### src/rtl/cycle_controller.sv
// Multi-cycle processor control FSM: sequences fetch/decode/execute/memory/writeback,
// decodes Mealy strobes and selects, and tracks retired instructions and sticky errors.
module cycle_controller #(
  parameter int unsigned TIMEOUT = 15
) (
  input  logic        clock,
  input  logic        reset_n,
  input  logic        run,
  input  logic        halt,
  input  logic [5:0]  opcode,
  input  logic [5:0]  func,
  input  logic        alu_zero,
  input  logic        mem_ready,
  output logic        mem_read,
  output logic        mem_write,
  output logic        ir_load,
  output logic        pc_load,
  output logic        reg_write,
  output logic        alu_src_imm,
  output logic        reg_dst_rd,
  output logic        mem_to_reg,
  output logic [1:0]  pc_src,
  output logic [2:0]  state,
  output logic        busy,
  output logic        halted,
  output logic        illegal,
  output logic        timeout,
  output logic [31:0] retired
);

  typedef enum logic [2:0] {
    S_IDLE      = 3'd0,
    S_FETCH     = 3'd1,
    S_DECODE    = 3'd2,
    S_EXECUTE   = 3'd3,
    S_MEMORY    = 3'd4,
    S_WRITEBACK = 3'd5,
    S_HALTED    = 3'd6,
    S_ERROR     = 3'd7
  } state_t;

  localparam logic [5:0] OP_RTYPE   = 6'b000000;
  localparam logic [5:0] OP_ADDI    = 6'b001000;
  localparam logic [5:0] OP_LW      = 6'b100011;
  localparam logic [5:0] OP_SW      = 6'b101011;
  localparam logic [5:0] OP_BEQ     = 6'b000100;
  localparam logic [5:0] OP_J       = 6'b000010;
  localparam logic [5:0] FN_SYSCALL = 6'b001100;

  // The counter only ever holds 0..TIMEOUT-1; the last wait cycle is detected before the increment.
  localparam int unsigned CW = (TIMEOUT < 2) ? 1 : $clog2(TIMEOUT);
  localparam logic [CW-1:0] WAIT_LAST = CW'(TIMEOUT - 1);

  state_t        cur;
  state_t        nxt;
  logic [CW-1:0] wait_cnt;
  logic          set_illegal;
  logic          set_timeout;
  logic          retire;

  logic is_rtype, is_syscall, is_addi, is_lw, is_sw, is_beq, is_j, is_legal;

  assign is_rtype   = (opcode == OP_RTYPE);
  assign is_syscall = is_rtype && (func == FN_SYSCALL);
  assign is_addi    = (opcode == OP_ADDI);
  assign is_lw      = (opcode == OP_LW);
  assign is_sw      = (opcode == OP_SW);
  assign is_beq     = (opcode == OP_BEQ);
  assign is_j       = (opcode == OP_J);
  assign is_legal   = is_rtype | is_addi | is_lw | is_sw | is_beq | is_j;

  always_comb begin
    nxt         = cur;
    mem_read    = 1'b0;
    mem_write   = 1'b0;
    ir_load     = 1'b0;
    pc_load     = 1'b0;
    reg_write   = 1'b0;
    alu_src_imm = 1'b0;
    reg_dst_rd  = 1'b0;
    mem_to_reg  = 1'b0;
    pc_src      = 2'd0;
    set_illegal = 1'b0;
    set_timeout = 1'b0;
    unique case (cur)
      S_IDLE: begin
        if (run && !halt) nxt = S_FETCH;
      end
      S_FETCH: begin
        mem_read = 1'b1;
        if (mem_ready) begin
          ir_load = 1'b1;
          nxt     = S_DECODE;
        end else if (wait_cnt == WAIT_LAST) begin
          set_timeout = 1'b1;
          nxt         = S_ERROR;
        end
      end
      S_DECODE: begin
        if (is_syscall) begin
          pc_load = 1'b1;
          nxt     = S_HALTED;
        end else if (is_legal) begin
          nxt = S_EXECUTE;
        end else begin
          set_illegal = 1'b1;
          pc_load     = 1'b1;
          nxt         = halt ? S_IDLE : S_FETCH;
        end
      end
      S_EXECUTE: begin
        alu_src_imm = is_addi | is_lw | is_sw;
        if (is_beq) begin
          pc_load = 1'b1;
          pc_src  = alu_zero ? 2'd1 : 2'd0;
          nxt     = halt ? S_IDLE : S_FETCH;
        end else if (is_j) begin
          pc_load = 1'b1;
          pc_src  = 2'd2;
          nxt     = halt ? S_IDLE : S_FETCH;
        end else if (is_lw || is_sw) begin
          nxt = S_MEMORY;
        end else begin
          nxt = S_WRITEBACK;
        end
      end
      S_MEMORY: begin
        alu_src_imm = 1'b1;
        mem_read    = is_lw;
        mem_write   = is_sw;
        if (mem_ready) begin
          if (is_lw) begin
            nxt = S_WRITEBACK;
          end else begin
            pc_load = 1'b1;
            nxt     = halt ? S_IDLE : S_FETCH;
          end
        end else if (wait_cnt == WAIT_LAST) begin
          set_timeout = 1'b1;
          nxt         = S_ERROR;
        end
      end
      S_WRITEBACK: begin
        reg_write  = 1'b1;
        pc_load    = 1'b1;
        reg_dst_rd = is_rtype;
        mem_to_reg = is_lw;
        nxt        = halt ? S_IDLE : S_FETCH;
      end
      default: begin
        nxt = cur;
      end
    endcase
    retire = pc_load & ~set_illegal;
  end

  always_ff @(posedge clock or negedge reset_n) begin
    if (!reset_n) begin
      cur      <= S_IDLE;
      wait_cnt <= '0;
      illegal  <= 1'b0;
      timeout  <= 1'b0;
      retired  <= '0;
    end else begin
      cur <= nxt;
      if ((nxt == cur) && (cur == S_FETCH || cur == S_MEMORY) && !mem_ready)
        wait_cnt <= wait_cnt + 1'b1;
      else
        wait_cnt <= '0;
      if (set_illegal) illegal <= 1'b1;
      if (set_timeout) timeout <= 1'b1;
      if (retire)      retired <= retired + 32'd1;
    end
  end

  assign state  = cur;
  assign busy   = (cur != S_IDLE) && (cur != S_HALTED) && (cur != S_ERROR);
  assign halted = (cur == S_HALTED);

endmodule

### config.mk
export PLATFORM = sky130hd
export DESIGN_NAME = cycle_controller
export DESIGN_NICKNAME = d
export VERILOG_FILES = /design/src/rtl/cycle_controller.sv
export SDC_FILE = /design/constraint.sdc
export NUM_CORES = 1
export LEC_CHECK = 0
export BUFFER_PORTS_ARGS = -buffer_cell sky130_fd_sc_hd__buf_2
export CORE_MARGIN = 2
export CORE_UTILIZATION = 52
export DETAILED_ROUTE_END_ITERATION = 8
export PLACE_DENSITY = 0.76
export SLEW_MARGIN = 5
export SYNTH_ARGS = -nofsm -noshare
export SYNTH_HDL_FRONTEND = slang
export SYNTH_SLANG_ARGS = --single-unit
### constraint.sdc
create_clock -name clock -period 2.2 [get_ports clock]
set_clock_uncertainty 0.2 [all_clocks]
set_input_delay 0.33 -clock clock [delete_from_list [all_inputs] [get_ports clock]]
set_output_delay 0.33 -clock clock [all_outputs]
set_load 0.02 [all_outputs]
==> results_dict.tcl, run 1 <==
set metrics [dict create \
    status "finished clean" \
    cts_made_buffers 5 \
    placed_area_um2 2839 \
    num_vias 2145 \
    crit_required_ps 1670 \
    hold_path_class "in2reg" \
    place_inst 361 \
    synth_top_area_share_pct 43.46 \
    synth_most_common_cell "dfrtp_1" \
    fin_area_um2 3024 \
    r2r_slack_ps 150 \
    fmax_mhz 467.2 \
    swShare_pct 38.08 \
    initial_core_util_pct 54.22 \
    cp-start-kind "primary input" \
    wl_met2_um 2695 \
    synth_area_leader_cell "dfrtp_1" \
    synth_warnings 0 \
    netlist_instances 236 \
    rsz0062_at_grt "no" \
    hold_viol 0 \
    area_delta_synth_final_pct 28.09 \
    grt_pass1_vias 1978 \
    antenna_found_initial 0 \
    netlist_top_cells_count "41 x dfrtp_1, 23 x xnor2_1, 17 x nor2_1" \
    grt_overflow 0 \
    pwr-share-clk_pct 23.2 \
    setup_viol_count_final 0 \
    wl_um 5641 \
    switchingPower_mw 0.9135 \
    worstMarginPinSlew_ps 507.4 \
    antenna_left 0 \
    fin_nets 344 \
    synth-seq-cells 41 \
    clock_path_buffers 2 \
    grt_pass1_wl_um 9308 \
    power_density_nw_per_um2 793.1 \
    n_antenna_cell 0 \
    die-area_um2 5095 \
    core-area_um2 4354 \
    cts-htree-levels 2 \
    clk_pin_slew_ps 80 \
    crit_fanout 8 \
    route.detailed.drc 0 \
    slew-limit-headroom_pct 66.17 \
    drv_slew 0 \
    peakVddDrop_v 0.0009301 \
    vias_per_cell 5.705 \
    wl_met3_um 379 \
    drt_iter0_markers 141 \
    drv_cap 0 \
    holdWs_ps 215.8 \
    finalSetupTns_ps 0 \
    avgSynthCellArea_um2 10.00 \
    period_share_pct 97.29 \
    min_period_ps 2140 \
    synth_edf_count 0 \
    grt_max_degree 22 \
    wl_met1_um 2481 \
    fp.dieH_um 71.38 \
    seq_area_frac_synth_pct 43.46 \
    cts.sinks 41 \
    cts_root_buffer "clkbuf_8" \
    cp.arrival_ps 1610 \
    syn_nets 257 \
    netlist_area_um2 2361 \
    insertion_delay_ps 300 \
    die_width_um 71.38 \
    grt_use_total_pct 23.14 \
    drive_gt1_share_pct 35.19 \
    power_frac_comb_pct 38.7 \
    dp_hpwl_um 4113 \
    ios 67 \
    final_cells 376 \
    intPower_mw 1.485 \
    criticalPathCategory "in2out" \
    synth_area_leaders "dfrtp_1 43%, xnor2_1 8.5%, xor2_1 4.1%, o2111ai_1 3.0%, a21oi_1 2.8%" \
    pwr-share-seq_pct 38.0 \
    tritoncts "built" \
    port_buffers 66 \
    fillCellCount 339 \
    async_flop_share_pct 100.0 \
    post_drt_wl_per_cell_um 15.00 \
    yosysUniqueCellTypes 51 \
    power.leakage_nw 1.378 \
    synth_ff_type "dfrtp_1" \
    crit_path_end_kind "output pin" \
    routabilityCongestion 0.8671 \
    row_count 24 \
    first_pass_iters 4 \
    route.top_layer_used "met4" \
]
## kinds of logic after synthesis
kind of cell,Yosys count,synth area share (%)
AND/OR/NAND/NOR,81,19.77
AO/OA/AOI/OAI,58,18.07
flip-flops,41,43.46
XOR/XNOR,34,12.61
buffers and inverters,17,3.604
adder cells (fa/ha/maj),4,2.014
multiplexers,1,0.4769
## cell type report
class	instances	area [µm²]	share of cell area (%)
Multi-Input combinational cell	178	1270	41.99
Sequential cell	41	1026	33.93
Timing Repair Buffer	89	524.3	17.34
Clock buffer	7	96.34	3.186
Tap cell	52	65.06	2.151
Inverter	8	33.78	1.117
Clock inverter	1	8.758	0.2896
## power by group through the flow
stage	Clock, mW	Sequential (mW)	Combinational, mW
3_5_place_dp	0	0.922	0.828
4_1_cts	0.566	0.908	0.839
2_1_floorplan	0	0.995	0.451
6_report	0.557	0.913	0.929
5_1_grt	0.605	0.931	1.01
3_3_place_gp	0	0.920	0.812
## critical path, cell delays in order
cell,delay (ps)
buf_2,150
maj3_1,360
o32ai_1,220
nand2b_1,170
nand4_1,150
nand2_1,60
buf_4,150
## registers in the layout (all words and copies together), names as in the netlist
name and count:
retired 32, wait_cnt 4, state 3, illegal 1, timeout 1
## repair_timing
item,CTS,global route
setup endpoints to repair,3,4
hold endpoints to repair,20,0
pin swaps,0,3
gates resized for setup,1,6
setup buffers,1,5
hold buffers,1,0
## cells in the final DEF (no fill, tap or decap), drive strengths merged, types with 7 or more instances in the layout
cell type / netlist / final
a21oi: 14 / 14
and3: 9 / 9
buf: 5 / 88
clkbuf: 4 / 7
dfrtp: 41 / 41
inv: 7 / 7
nand2: 14 / 14
nand3: 12 / 12
nor2: 18 / 18
nor3: 10 / 10
o2111ai: 10 / 10
o21ai: 11 / 11
xnor2: 23 / 23
xor2: 11 / 11
## worst paths after layout
kind / end / cells after the start / start
worst max-delay path: pc_load / 7 / opcode[2]
worst min-delay path: state[0] / 3 / halt
worst max register to register: retired[7] / 6 / state[0]
worst min register to register: illegal / 1 / illegal
max in group asynchronous: retired[26] / 3 / reset_n
min in group asynchronous: retired[12] / 2 / reset_n
## routing by layer
| layer | up-vias | global-route usage (%) |
|---|---|---|
| li1 | 1044 | - |
| met4 | 0 | 7.338 |
| met1 | 1017 | 30.92 |
| met5 | - | 0 |
| met3 | 7 | 5.767 |
| met2 | 77 | 37.24 |
## per-stage QoR
step / setup slack [ps] / util (%) / total power [mW]
2_1_floorplan: 40.24 / - / 1.445
3_3_place_gp: 65.60 / 65.20 / 1.733
3_5_place_dp: -23.75 / 65.20 / 1.750
4_1_cts: 25.32 / 68.07 / 2.313
5_1_grt: 4.331 / 69.45 / 2.546
6_report: 59.57 / 69.45 / 2.399
Note: power is estimated with default switching activity, not from simulation.
==> inputs of run 2 (changes only) <==
==> constraint.sdc (replaced) <==
create_clock -name clock -period 2.4 [get_ports clock]
set_clock_uncertainty 0.2 [all_clocks]
set_input_delay 0.36 -clock clock [delete_from_list [all_inputs] [get_ports clock]]
set_output_delay 0.36 -clock clock [all_outputs]
set_load 0.02 [all_outputs]
==> run 2 against run 1 <==
Against the previous run: critical path depth down 1; cell count down 3.2%; critical path type is now reg2out; worst hold slack gained 11 ps; die area is the same; clock-buffer cell count is 1 lower; first-iteration DRC count shrank 22%; non-clock buffer count down 11; wire length down 5.7%; highest routed layer unchanged; register-to-register slack gained 250 ps; clock power is 16% lower; largest cell class unchanged; core utilization shrank 3.0 points; sequential share of layout area up 1.6 points.
==> results_dict.tcl, run 2 (synthesis gave the netlist of run 1 again) <==
set metrics [dict create \
    cts_made_buffers 5 \
    antenna_left 0 \
    crit_path_end_kind "output pin" \
    dp_hpwl_um 3946 \
    period_share_pct 93.37 \
    drv_cap 0 \
    clk_pin_slew_ps 80 \
    route.detailed.drc 0 \
    die_width_um 71.38 \
    status "finished clean" \
    first_pass_iters 4 \
    row_count 24 \
    routabilityCongestion 0.8749 \
    fp.dieH_um 71.38 \
    rsz0062_at_grt "no" \
    post_drt_wl_per_cell_um 14.61 \
    drive_gt1_share_pct 32.05 \
    fin_nets 333 \
    tritoncts "built" \
    n_antenna_cell 0 \
    antenna_found_initial 0 \
    place_inst 356 \
    postCtsSetupBuffers 0 \
    fillCellCount 373 \
    wl_um 5317 \
    crit_fanout 4 \
    final_cells 364 \
    cp-start-kind "flip-flop" \
    clock_path_buffers 2 \
    cts-htree-levels 2 \
    port_buffers 66 \
    layout_common_cells "66 x buf_2, 40 x dfrtp_1, 23 x xnor2_1" \
    final_common_cell "buf_2" \
    grt_pass1_vias 1915 \
    fmax_mhz 446.2 \
    num_vias 2080 \
    vias_per_cell 5.714 \
    die-area_um2 5095 \
    drt_iter0_markers 110 \
    cp.arrival_ps 1680 \
    core-area_um2 4354 \
    largest_reg_flops 32 \
    insertion_delay_ps 290 \
    cts.sinks 41 \
    worst_slack_ps 159.1 \
    hold_path_class "in2reg" \
    grt_pass1_wl_um 8970 \
    pwr-share-seq_pct 42.3 \
    setup_viol_count_final 0 \
    pwr-share-clk_pct 22.8 \
    switchingPower_mw 0.7945 \
    pre_cts_ws_ps 189.8 \
    grt_overflow 0 \
    worstMarginPinSlew_ps 663.1 \
    area_delta_synth_final_pct 22.47 \
    finalSetupTns_ps 0 \
    hold_viol 0 \
    power_frac_comb_pct 34.9 \
    criticalPathCategory "reg2out" \
    min_period_ps 2241 \
    regMostFlops "retired" \
    initial_core_util_pct 54.22 \
    power_density_nw_per_um2 707.4 \
    slew-limit-headroom_pct 55.79 \
    power.leakage_nw 1.306 \
    drv_slew 0 \
    ios 67 \
    crit_required_ps 1840 \
    peakVddDrop_v 0.0005057 \
    grt_max_degree 29 \
    cts_root_buffer "clkbuf_8" \
    swShare_pct 38.84 \
    grt_use_total_pct 22.15 \
    p_total_mw 2.046 \
    intPower_mw 1.251 \
]
[run 2: worst paths after layout]
check	endpoint	startpoint	slack [ps]	cells past startpoint
setup / recovery	pc_load	state[0]	160	6
min in group asynchronous	state[0]	reset_n	420	2
hold reg to reg	illegal	illegal	270	1
hold / removal	state[0]	halt	230	3
max in group asynchronous	retired[0]	reset_n	1000	3
setup reg to reg	retired[31]	retired[6]	400	5
[run 2: what timing repair did]
action / in CTS / in global routing
endpoints found under the hold margin: 26 / 0
hold buffers: 1 / 0
resized for setup: 0 / 3
endpoints found under the setup margin: 0 / 4
[run 2: critical path, stage by stage, from the launching register on]
cell	delay, ps
dfrtp_1	380
nor3_1	190
nand4_1	240
a21oi_2	260
nor2_2	90
nand2_1	70
buf_2	150
[run 2: cell type report]
cell class	count	area, µm²	area share (%)
multi-input cells	178	1252	43.31
flip-flops and latches	41	1027	35.53
repair buffers	78	422.9	14.63
clock buffers	6	82.58	2.856
well taps	52	65.06	2.250
inverters	8	33.78	1.168
clock inverters	1	7.507	0.2596
[run 2: routing by layer]
| metal | vias up | GRT usage (%) | wire length [µm] |
|---|---|---|---|
| li1 | 1025 | - | - |
| met1 | 999 | 32.93 | 2502 |
| met2 | 51 | 33.54 | 2507 |
| met3 | 5 | 3.797 | 242 |
| met4 | 0 | 6.289 | 65 |
| met5 | - | 0 | 0 |
[run 2: metrics by stage]
stage | utilization, % | cell area (µm²) | hold slack, ps
after floorplan | - | 2361 | -135.6
after global placement | 63.94 | 2784 | 221.8
after detailed placement | 63.94 | 2784 | 223.4
after CTS | 66.24 | 2884 | 230.9
after global routing | 66.41 | 2892 | 261.6
final | 66.41 | 2892 | 227.2
[run 2: power groups by stage]
stage	logic [mW]	registers [mW]	clock network (mW)
final	0.714	0.865	0.467
after CTS	0.715	0.856	0.473
after global routing	0.781	0.879	0.508
after global placement	0.702	0.868	0
after floorplan	0.412	0.912	0
after detailed placement	0.709	0.870	0
